## config.mk

```make
export PLATFORM = sky130hd
export DESIGN_NAME = ram_nport_be
export DESIGN_NICKNAME = d
export VERILOG_FILES = /design/src/rtl/ram_nport_be.sv
export SDC_FILE = /design/constraint.sdc
export NUM_CORES = 1
export LEC_CHECK = 0
export BUFFER_PORTS_ARGS = -buffer_cell sky130_fd_sc_hd__buf_2
export CAP_MARGIN = 20
export CORE_ASPECT_RATIO = 0.75
export CORE_MARGIN = 2
export CORE_UTILIZATION = 64
export DETAILED_ROUTE_END_ITERATION = 8
export PLACE_DENSITY = 0.85
export SYNTH_ARGS = -nofsm -noshare
export SYNTH_HDL_FRONTEND = slang
export SYNTH_SLANG_ARGS = --single-unit
```

## constraint.sdc

```tcl
create_clock -name clk -period 3.2 [get_ports clk]
set_input_delay 0.16 -clock clk [delete_from_list [all_inputs] [get_ports clk]]
set_output_delay 0.16 -clock clk [all_outputs]
set_load 0.02 [all_outputs]
```

## src/rtl/ram_nport_be.sv

```systemverilog
// Multi-read-port register file with one byte-enabled write port, optional write-to-read
// bypass, and a clear sequencer that zeroes one word per cycle after reset or on request.
module ram_nport_be #(
   parameter int ADDR_WIDTH = 3,
   parameter int DATA_WIDTH = 16,
   parameter int LANE_WIDTH = 8,
   parameter int NUM_RD     = 2,
   parameter int BYPASS     = 1
) (
   input  logic                               clk,
   input  logic                               rst,
   input  logic                               clear_req,
   input  logic [NUM_RD*ADDR_WIDTH-1:0]       r_addr,
   output logic [NUM_RD*DATA_WIDTH-1:0]       r_data,
   input  logic                               write_enable,
   input  logic [ADDR_WIDTH-1:0]              w_addr,
   input  logic [DATA_WIDTH-1:0]              w_data,
   input  logic [DATA_WIDTH/LANE_WIDTH-1:0]   w_be,
   output logic                               busy,
   output logic                               wr_drop
);

   localparam int DEPTH     = 2 ** ADDR_WIDTH;
   localparam int NUM_LANES = DATA_WIDTH / LANE_WIDTH;

   typedef enum logic {
      CLEAR,
      READY
   } state_t;

   state_t                  state_reg, state_next;
   logic [ADDR_WIDTH-1:0]   clr_ptr_reg, clr_ptr_next;
   logic [DATA_WIDTH-1:0]   mem [DEPTH];
   logic [DATA_WIDTH-1:0]   wr_word;
   logic                    wr_commit;

   assign busy      = (state_reg == CLEAR);
   assign wr_drop   = write_enable & busy;
   assign wr_commit = write_enable & (state_reg == READY) & ~rst;

   always_comb begin
      state_next   = state_reg;
      clr_ptr_next = clr_ptr_reg;
      case (state_reg)
         CLEAR: begin
            clr_ptr_next = clr_ptr_reg + 1'b1;
            if (&clr_ptr_reg)
               state_next = READY;
         end
         READY: begin
            if (clear_req) begin
               state_next   = CLEAR;
               clr_ptr_next = '0;
            end
         end
         default: begin
            state_next   = CLEAR;
            clr_ptr_next = '0;
         end
      endcase
   end

   always_ff @(posedge clk) begin
      if (rst) begin
         state_reg   <= CLEAR;
         clr_ptr_reg <= '0;
      end else begin
         state_reg   <= state_next;
         clr_ptr_reg <= clr_ptr_next;
      end
   end

   // Read-modify-write merge so disabled lanes keep their stored value.
   always_comb begin
      wr_word = mem[w_addr];
      for (int k = 0; k < NUM_LANES; k++) begin
         if (w_be[k])
            wr_word[k*LANE_WIDTH +: LANE_WIDTH] = w_data[k*LANE_WIDTH +: LANE_WIDTH];
      end
   end

   always_ff @(posedge clk) begin
      if (!rst) begin
         if (state_reg == CLEAR)
            mem[clr_ptr_reg] <= '0;
         else if (wr_commit)
            mem[w_addr] <= wr_word;
      end
   end

   genvar gi, gl;
   generate
      for (gi = 0; gi < NUM_RD; gi++) begin : g_rd
         logic [ADDR_WIDTH-1:0] ra;
         logic                  hit;
         logic [DATA_WIDTH-1:0] word;

         assign ra  = r_addr[gi*ADDR_WIDTH +: ADDR_WIDTH];
         assign hit = (BYPASS != 0) && wr_commit && (ra == w_addr);

         for (gl = 0; gl < NUM_LANES; gl++) begin : g_lane
            assign word[gl*LANE_WIDTH +: LANE_WIDTH] = (hit && w_be[gl]) ?
                   w_data[gl*LANE_WIDTH +: LANE_WIDTH] : mem[ra][gl*LANE_WIDTH +: LANE_WIDTH];
         end

         // Contents are undefined mid-sweep, so reads are forced to zero while busy.
         assign r_data[gi*DATA_WIDTH +: DATA_WIDTH] = busy ? '0 : word;
      end
   endgenerate

endmodule

```

==> results.toml, run 1 <==
[outcome]
status = "completed"

[yosys]
syn_nets = 449
synth.distinct_cells = 29
synth_largest_area_cell = "edfxtp_1"
syn_inst = 416
ys_seq_elements = 132
yosys.area.top_type_share_pct = 55.44
synth_edf_count = 128
ys.warnings.count = 0
synthFlopType = "edfxtp_1"
synth_area_leaders = "edfxtp_1 55%, mux4_1 17%, mux4_2 6.2%"
synth_area_um2 = 6933
syn_area_per_cell_um2 = 16.67
ys_async_sr_fraction_pct = 0
yosysSeqAreaShare_pct = 56.60

[power_and_ir_drop]
switching_share_pct = 21.03
power_w = 0.004496
clock_power_share_pct = 48.5
power_frac_comb_pct = 7.8
p_leak_nw = 2.850
p_per_area_nw_per_um2 = 559.2
p_sw_w = 0.0009453
power.internal_w = 0.003550
p_seq_share_pct = 43.7
peakVddDrop_mv = 0.4589

[setup_path]
cp-end-kind = "output pin"
worstPathArrival_ps = 2810
r2r_slack_ps = 840
r2r_cells = 4
r2r-end = "mem[6][6]"
worst-path-max-fanout = 43
timing.critical_path.from = "state_reg"
crit_required_ps = 3040
start_kind = "flip-flop"
crit_type = "reg2out"
reg2reg_from = "state_reg"

[clock_tree]
cts_root_buf = "clkbuf_16"
clk_pin_slew_ps = 50
cts_buffers = 17
cts.path.max_buffers = 2
cts_tree = "done"
h-tree-depth = 4
clk_latency_ps = 420
cts_sinks = 132

[hold_path]
holdPathEnd = "clr_ptr_reg[2]"
worstHoldStart = "rst"
hold_depth = 2
hp-class = "in2reg"

[drt]
vias = 4609
ant_nets = 0
drc = 0
drt_iter0_markers = 768
dr.pass1.iters = 5
drt_wl_total_um = 17630
wl_per_cell_um = 27.77
vias_per_cell = 7.258

[grt]
grt_max_degree = 44
overflow = 0
grtUsageMet3_pct = 7.828
met1_usage_pct = 43.04
antenna_found_initial = 0
grt_pass1_vias = 4533
grt_pass1_wl_um = 26100
gr-max-usage-layer = "met2"
met2_usage_pct = 52.37
grt_use_total_pct = 32.24

[die]
dieWidth_um = 124.2
chipHeight_um = 94.14
num_rows = 32
start_util_pct = 66.60
dieArea_um2 = 11690
num_io_pins = 65
core_um2 = 10410

[layout]
drive_above_1_share_pct = 27.45
postLayoutCellArea_um2 = 8040
final_nets = 519
final-instance-count-excl-fill = 635
n_antenna_cell = 0
largest_register_ffs = 128
area_growth_pct = 15.97

[sta]
period_share_pct = 92.92
rsz0062_at_grt = "false"
tns_ps = 0
maxSlewHeadroom_pct = 32.31
setup_viol = 0
hold_slack_ps = 32.12
finalHoldViolCount = 0
min_period_ps = 2973
clock_skew_ps = 7.507
finalMaxSlewViolations = 0
fmax_mhz = 336.3
worst_pin_slew_ps = 1012

[placement]
place_congestion = 0.8537
place_inst = 599
place_area_um2 = 7348
io_buffers = 64
hpwl_um = 10730

[job]
max_cap_violations = 0
==> how the worst max path moves through the flow <==
stage | end | slack [ps] | cells past startpoint
after floorplan | mem[6][0] | 1250 | 4
after global placement | mem[6][1] | 850 | 5
after detailed placement | r_data[16] | 720 | 6
after CTS | r_data[13] | 150 | 6
after global routing | r_data[24] | 60 | 6
final | r_data[16] | 230 | 6
==> critical path, stage by stage, from the launching register on <==
cell and delay (ps):
dfxtp_1 340, buf_4 390, and4b_1 280, nand4_1 600
o21ai_0 470, a21oi_1 100, buf_2 210
==> synthesized netlist by cell type (all sizes together) (2+ instances only) <==
| cell | number |
|---|---|
| nor2b | 6 |
| nand4 | 4 |
| xnor2 | 6 |
| nand2 | 6 |
| clkbuf | 10 |
| ha | 2 |
| mux2i | 35 |
| nand3 | 3 |
| inv | 2 |
| buf | 23 |
| edfxtp | 128 |
| and4b | 2 |
| and3 | 17 |
| nor2 | 26 |
| mux4 | 64 |
| a21oi | 37 |
| o21ai | 35 |
| dfxtp | 4 |
==> cell type report <==
cell class | instances | area, um^2
well taps | 136 | 170.2
clock buffers | 17 | 425.4
fillers | 566 | 2370
flip-flops and latches | 132 | 3924
repair buffers | 84 | 495.5
clock inverters | 15 | 236.5
multi-input cells | 249 | 2781
inverters | 2 | 7.507
==> power groups by stage <==
| stage | clock network (W) | logic [W] | registers (W) |
|---|---|---|---|
| after floorplan | 0 | 0.000248 | 0.00198 |
| after global placement | 0 | 0.000329 | 0.00199 |
| after detailed placement | 0 | 0.000340 | 0.00200 |
| after CTS | 0.00218 | 0.000343 | 0.00197 |
| after global routing | 0.00225 | 0.000367 | 0.00197 |
| final | 0.00218 | 0.000349 | 0.00197 |
==> layer usage <==
layer / part of all wire, % / wire (um)
met5: 0 / 0
met4: 3.4 / 608
met3: 12 / 2096
met2: 49 / 8663
met1: 36 / 6264
==> cell usage in the layout (no fill, tap or decap) <==
| cell type | count |
|---|---|
| edfxtp_1 | 128 |
| buf_2 | 64 |
| mux4_1 | 45 |
| a21oi_1 | 37 |
| mux2i_1 | 35 |
| o21ai_0 | 33 |
| nor2_1 | 26 |
| mux4_2 | 19 |
| buf_4 | 18 |
| and3_1 | 17 |
| clkbuf_16 | 17 |
| xnor2_1 | 6 |
| nand2_1 | 6 |
| nor2b_1 | 6 |
| bufinv_16 | 6 |
| nand4_1 | 4 |
| dfxtp_1 | 4 |
| nand3_1 | 3 |
| clkinv_1 | 3 |
| clkinvlp_4 | 3 |
| and4b_1 | 2 |
| inv_1 | 2 |
| o21ai_2 | 2 |
| ha_1 | 2 |
| clkinv_4 | 2 |
| buf_12 | 2 |
| and3b_1 | 1 |
| or2_2 | 1 |
| nand3b_1 | 1 |
| mux2_2 | 1 |
| a211oi_1 | 1 |
| o21ba_2 | 1 |
| clkinv_2 | 1 |
==> cell families after synthesis <==
family          Yosys count  synth area share [%]
buf+inv                  35                 3.285
compound gates           74                 5.559
mux                     100                 28.44
simple gates             67                 4.999
xor+xnor                  6                0.7580
flops                   132                 56.60
fa+ha+maj                 2                0.3609
==> stage by stage <==
step | setup WS [ps] | util [%]
2_1_floorplan | 1255 | -
3_3_place_gp | 849.7 | 70.59
3_5_place_dp | 722.9 | 70.59
4_1_cts | 146.5 | 76.95
5_1_grt | 56.21 | 77.24
6_report | 226.6 | 77.24
==> repair_timing <==
action | CTS | global route
setup endpoints to repair | 0 | 1
hold buffers | 0 | 0
setup buffers | 0 | 3
gates resized for setup | 0 | 0
hold endpoints to repair | 0 | 0
Note: power is estimated with default switching activity, not from simulation.
==> run 2, diff against run 1 <==
- ABC_AREA: default -> 1
- CORE_UTILIZATION: 64 -> 65
- PLACE_DENSITY: 0.85 -> 0.86
- clock period: 3.2 -> 3.7 ns (I/O delays scaled with it)
==> run 2 against run 1 <==
Routed wire length is 31% higher. Hold slack better by 6.3 ps. Cell count grew 90%. Register-to-register slack better by 570 ps. Clock skew is 0.63 ps lower. Global-route usage increased by 4.3 points. Synthesized cell count is 140% higher. Utilization is 2.7 points lower. First-iteration DRC count up 59%. Sequential power down 14%. Sequential share of layout area shrank 3.8 points. Die area is 11% higher. Critical path type unchanged. Largest cell class unchanged.
==> results.toml, run 2 <==
[outcome]
status = "completed"

[power_and_ir_drop]
p_sw_w = 0.0009480
p_seq_share_pct = 45.5
power_frac_comb_pct = 12.3
switching_share_pct = 25.44
clock_power_share_pct = 42.2
p_leak_nw = 3.924
power_w = 0.003727
power.internal_w = 0.002779
p_per_area_nw_per_um2 = 427.4
peakVddDrop_mv = 0.3875

[drt]
dr.pass1.iters = 6
vias_per_cell = 6.153
wl_per_cell_um = 19.16
drc = 0
drt_wl_total_um = 23120
drt_iter0_markers = 1219
vias = 7427
ant_nets = 0

[sta]
period_share_pct = 72.17
tns_ps = 0
setup_viol = 0
finalMaxSlewViolations = 0
hold_slack_ps = 38.47
min_period_ps = 2670
rsz0062_at_grt = "false"
maxSlewHeadroom_pct = 41.02
finalHoldViolCount = 0
worst_pin_slew_ps = 884.7
clock_skew_ps = 6.874
fmax_mhz = 374.5

[placement]
place_congestion = 0.9374
hpwl_um = 13700
io_buffers = 64

[yosys]
yosys.area.top_type_share_pct = 48.92
yosysSeqAreaShare_pct = 49.94
synth.distinct_cells = 28
synth_edf_count = 128
synth_area_um2 = 7856
syn_nets = 1027
ys_async_sr_fraction_pct = 0
syn_area_per_cell_um2 = 7.904
syn_inst = 994
synth_area_leaders = "edfxtp_1 49%, nand2_1 20%, nand3_1 10%"
synth.top_cells.by_count = "429 x nand2_1, 162 x nand3_1, 128 x edfxtp_1, 71 x nor2_1, 43 x inv_1"
synthFlopType = "edfxtp_1"
synth_largest_area_cell = "edfxtp_1"
yosysMostFrequentCell = "nand2_1"
ys.warnings.count = 0
ys_seq_elements = 132

[grt]
antenna_found_initial = 0
grt_pass1_vias = 6714
grt_max_degree = 66
grt_use_total_pct = 36.55
overflow = 0
grt_pass1_wl_um = 35120

[clock_tree]
clk_pin_slew_ps = 50
cts_setup_buffers = 0
cts_tree = "done"
cts_resized = 0
cts_buffers = 17
clk_latency_ps = 430
cts_sinks = 132
cts_hold_buf = 0
cts_root_buf = "clkbuf_16"
h-tree-depth = 4
cts.path.max_buffers = 2

[layout]
n_antenna_cell = 0
multi_input_area_um2 = 3386
final_nets = 1066
final_common_cell = "nand2_1"
drive_above_1_share_pct = 14.93
seqCellArea_um2 = 3924
final_cell_mix = "429 x nand2_1, 162 x nand3_1, 128 x edfxtp_1"
largest_register_ffs = 128
nFillCells = 832
area_growth_pct = 11.00

[job]
max_cap_violations = 0

[setup_path]
start_kind = "flip-flop"
crit_required_ps = 3510
worst-path-max-fanout = 35
worstPathArrival_ps = 2490
cp-end-kind = "output pin"
crit_type = "reg2out"

[die]
core_um2 = 11700
dieWidth_um = 130.9
chipHeight_um = 99.21
start_util_pct = 67.16
dieArea_um2 = 12990
num_io_pins = 65
num_rows = 34

[hold_path]
hp-class = "in2reg"
run 2: cell count changes after synthesis, sizes merged, moves of 33 or more:
| cell | previous run | this run |
|---|---|---|
| mux2i | 35 | 0 |
| a21oi | 37 | 2 |
| o21ai | 35 | 2 |
| mux4 | 64 | 0 |
| inv | 2 | 53 |
| nand3 | 3 | 175 |
| nand2 | 6 | 437 |
| nor2 | 26 | 86 |
run 2: final timing paths:
kind / slack (ps) / start / end / cells past startpoint
setup / recovery: 1030 / state_reg / r_data[7] / 8
hold / removal: 40 / rst / state_reg / 2
setup reg to reg: 1410 / state_reg / mem[1][5] / 7
hold reg to reg: 550 / clr_ptr_reg[0] / clr_ptr_reg[0] / 1
run 2: per-layer routing:
| layer | vias to the layer above | part of all wire (%) | wire, um | track usage, % |
|---|---|---|---|---|
| met4 | 0 | 3.9 | 891 | 15.63 |
| met5 | - | 0 | 0 | 0 |
| met2 | 588 | 44 | 10160 | 53.65 |
| li1 | 3368 | - | - | - |
| met3 | 113 | 15 | 3406 | 11.19 |
| met1 | 3358 | 37 | 8663 | 50.67 |
run 2: logic make-up (layout without fill, tap and decap cells):
kind of cell / after synthesis / in the layout / share of synthesized area (%)
AO/OA/AOI/OAI: 12 / 12 / 1.067
AND/OR/NAND/NOR: 731 / 731 / 41.71
flip-flops: 132 / 132 / 49.94
adder cells (fa/ha/maj): 2 / 2 / 0.3185
buffers and inverters: 117 / 168 / 6.960
run 2: through the flow:
step / area [um^2] / util, % / instances / worst slack, ps
2_1_floorplan: 7856 / - / 994 / 1914
3_3_place_gp: 8187 / 69.98 / 1176 / 1154
3_5_place_dp: 8187 / 69.98 / 1176 / 1055
4_1_cts: 8721 / 74.55 / 1207 / 1097
5_1_grt: 8721 / 74.55 / 1207 / 935.2
6_report: 8721 / 74.55 / 1207 / 1030
run 2: power groups by stage:
stage	registers (W)	clock network, W	logic (W)
2_1_floorplan	0.00172	0	0.000321
3_3_place_gp	0.00172	0	0.000425
3_5_place_dp	0.00173	0	0.000436
4_1_cts	0.00170	0.00156	0.000443
5_1_grt	0.00170	0.00164	0.000497
6_report	0.00170	0.00157	0.000457
run 2: final cells by class:
type	count	share of cell area, %
sequential	132	44.99
inverter	53	2.339
multi-input combinational	745	38.82
tap	162	2.324
clock buffer	24	5.179
clock inverter	7	0.9469
timing repair buffer	84	5.395
run 2: worst max-delay path, stage by stage, from the launching register on:
cell and delay (ps):
dfxtp_1 350, buf_4 400, nand3_4 200, nor2_8 380
nand3_4 170, inv_2 140, nor2_1 50, nor2_1 170
buf_2 200
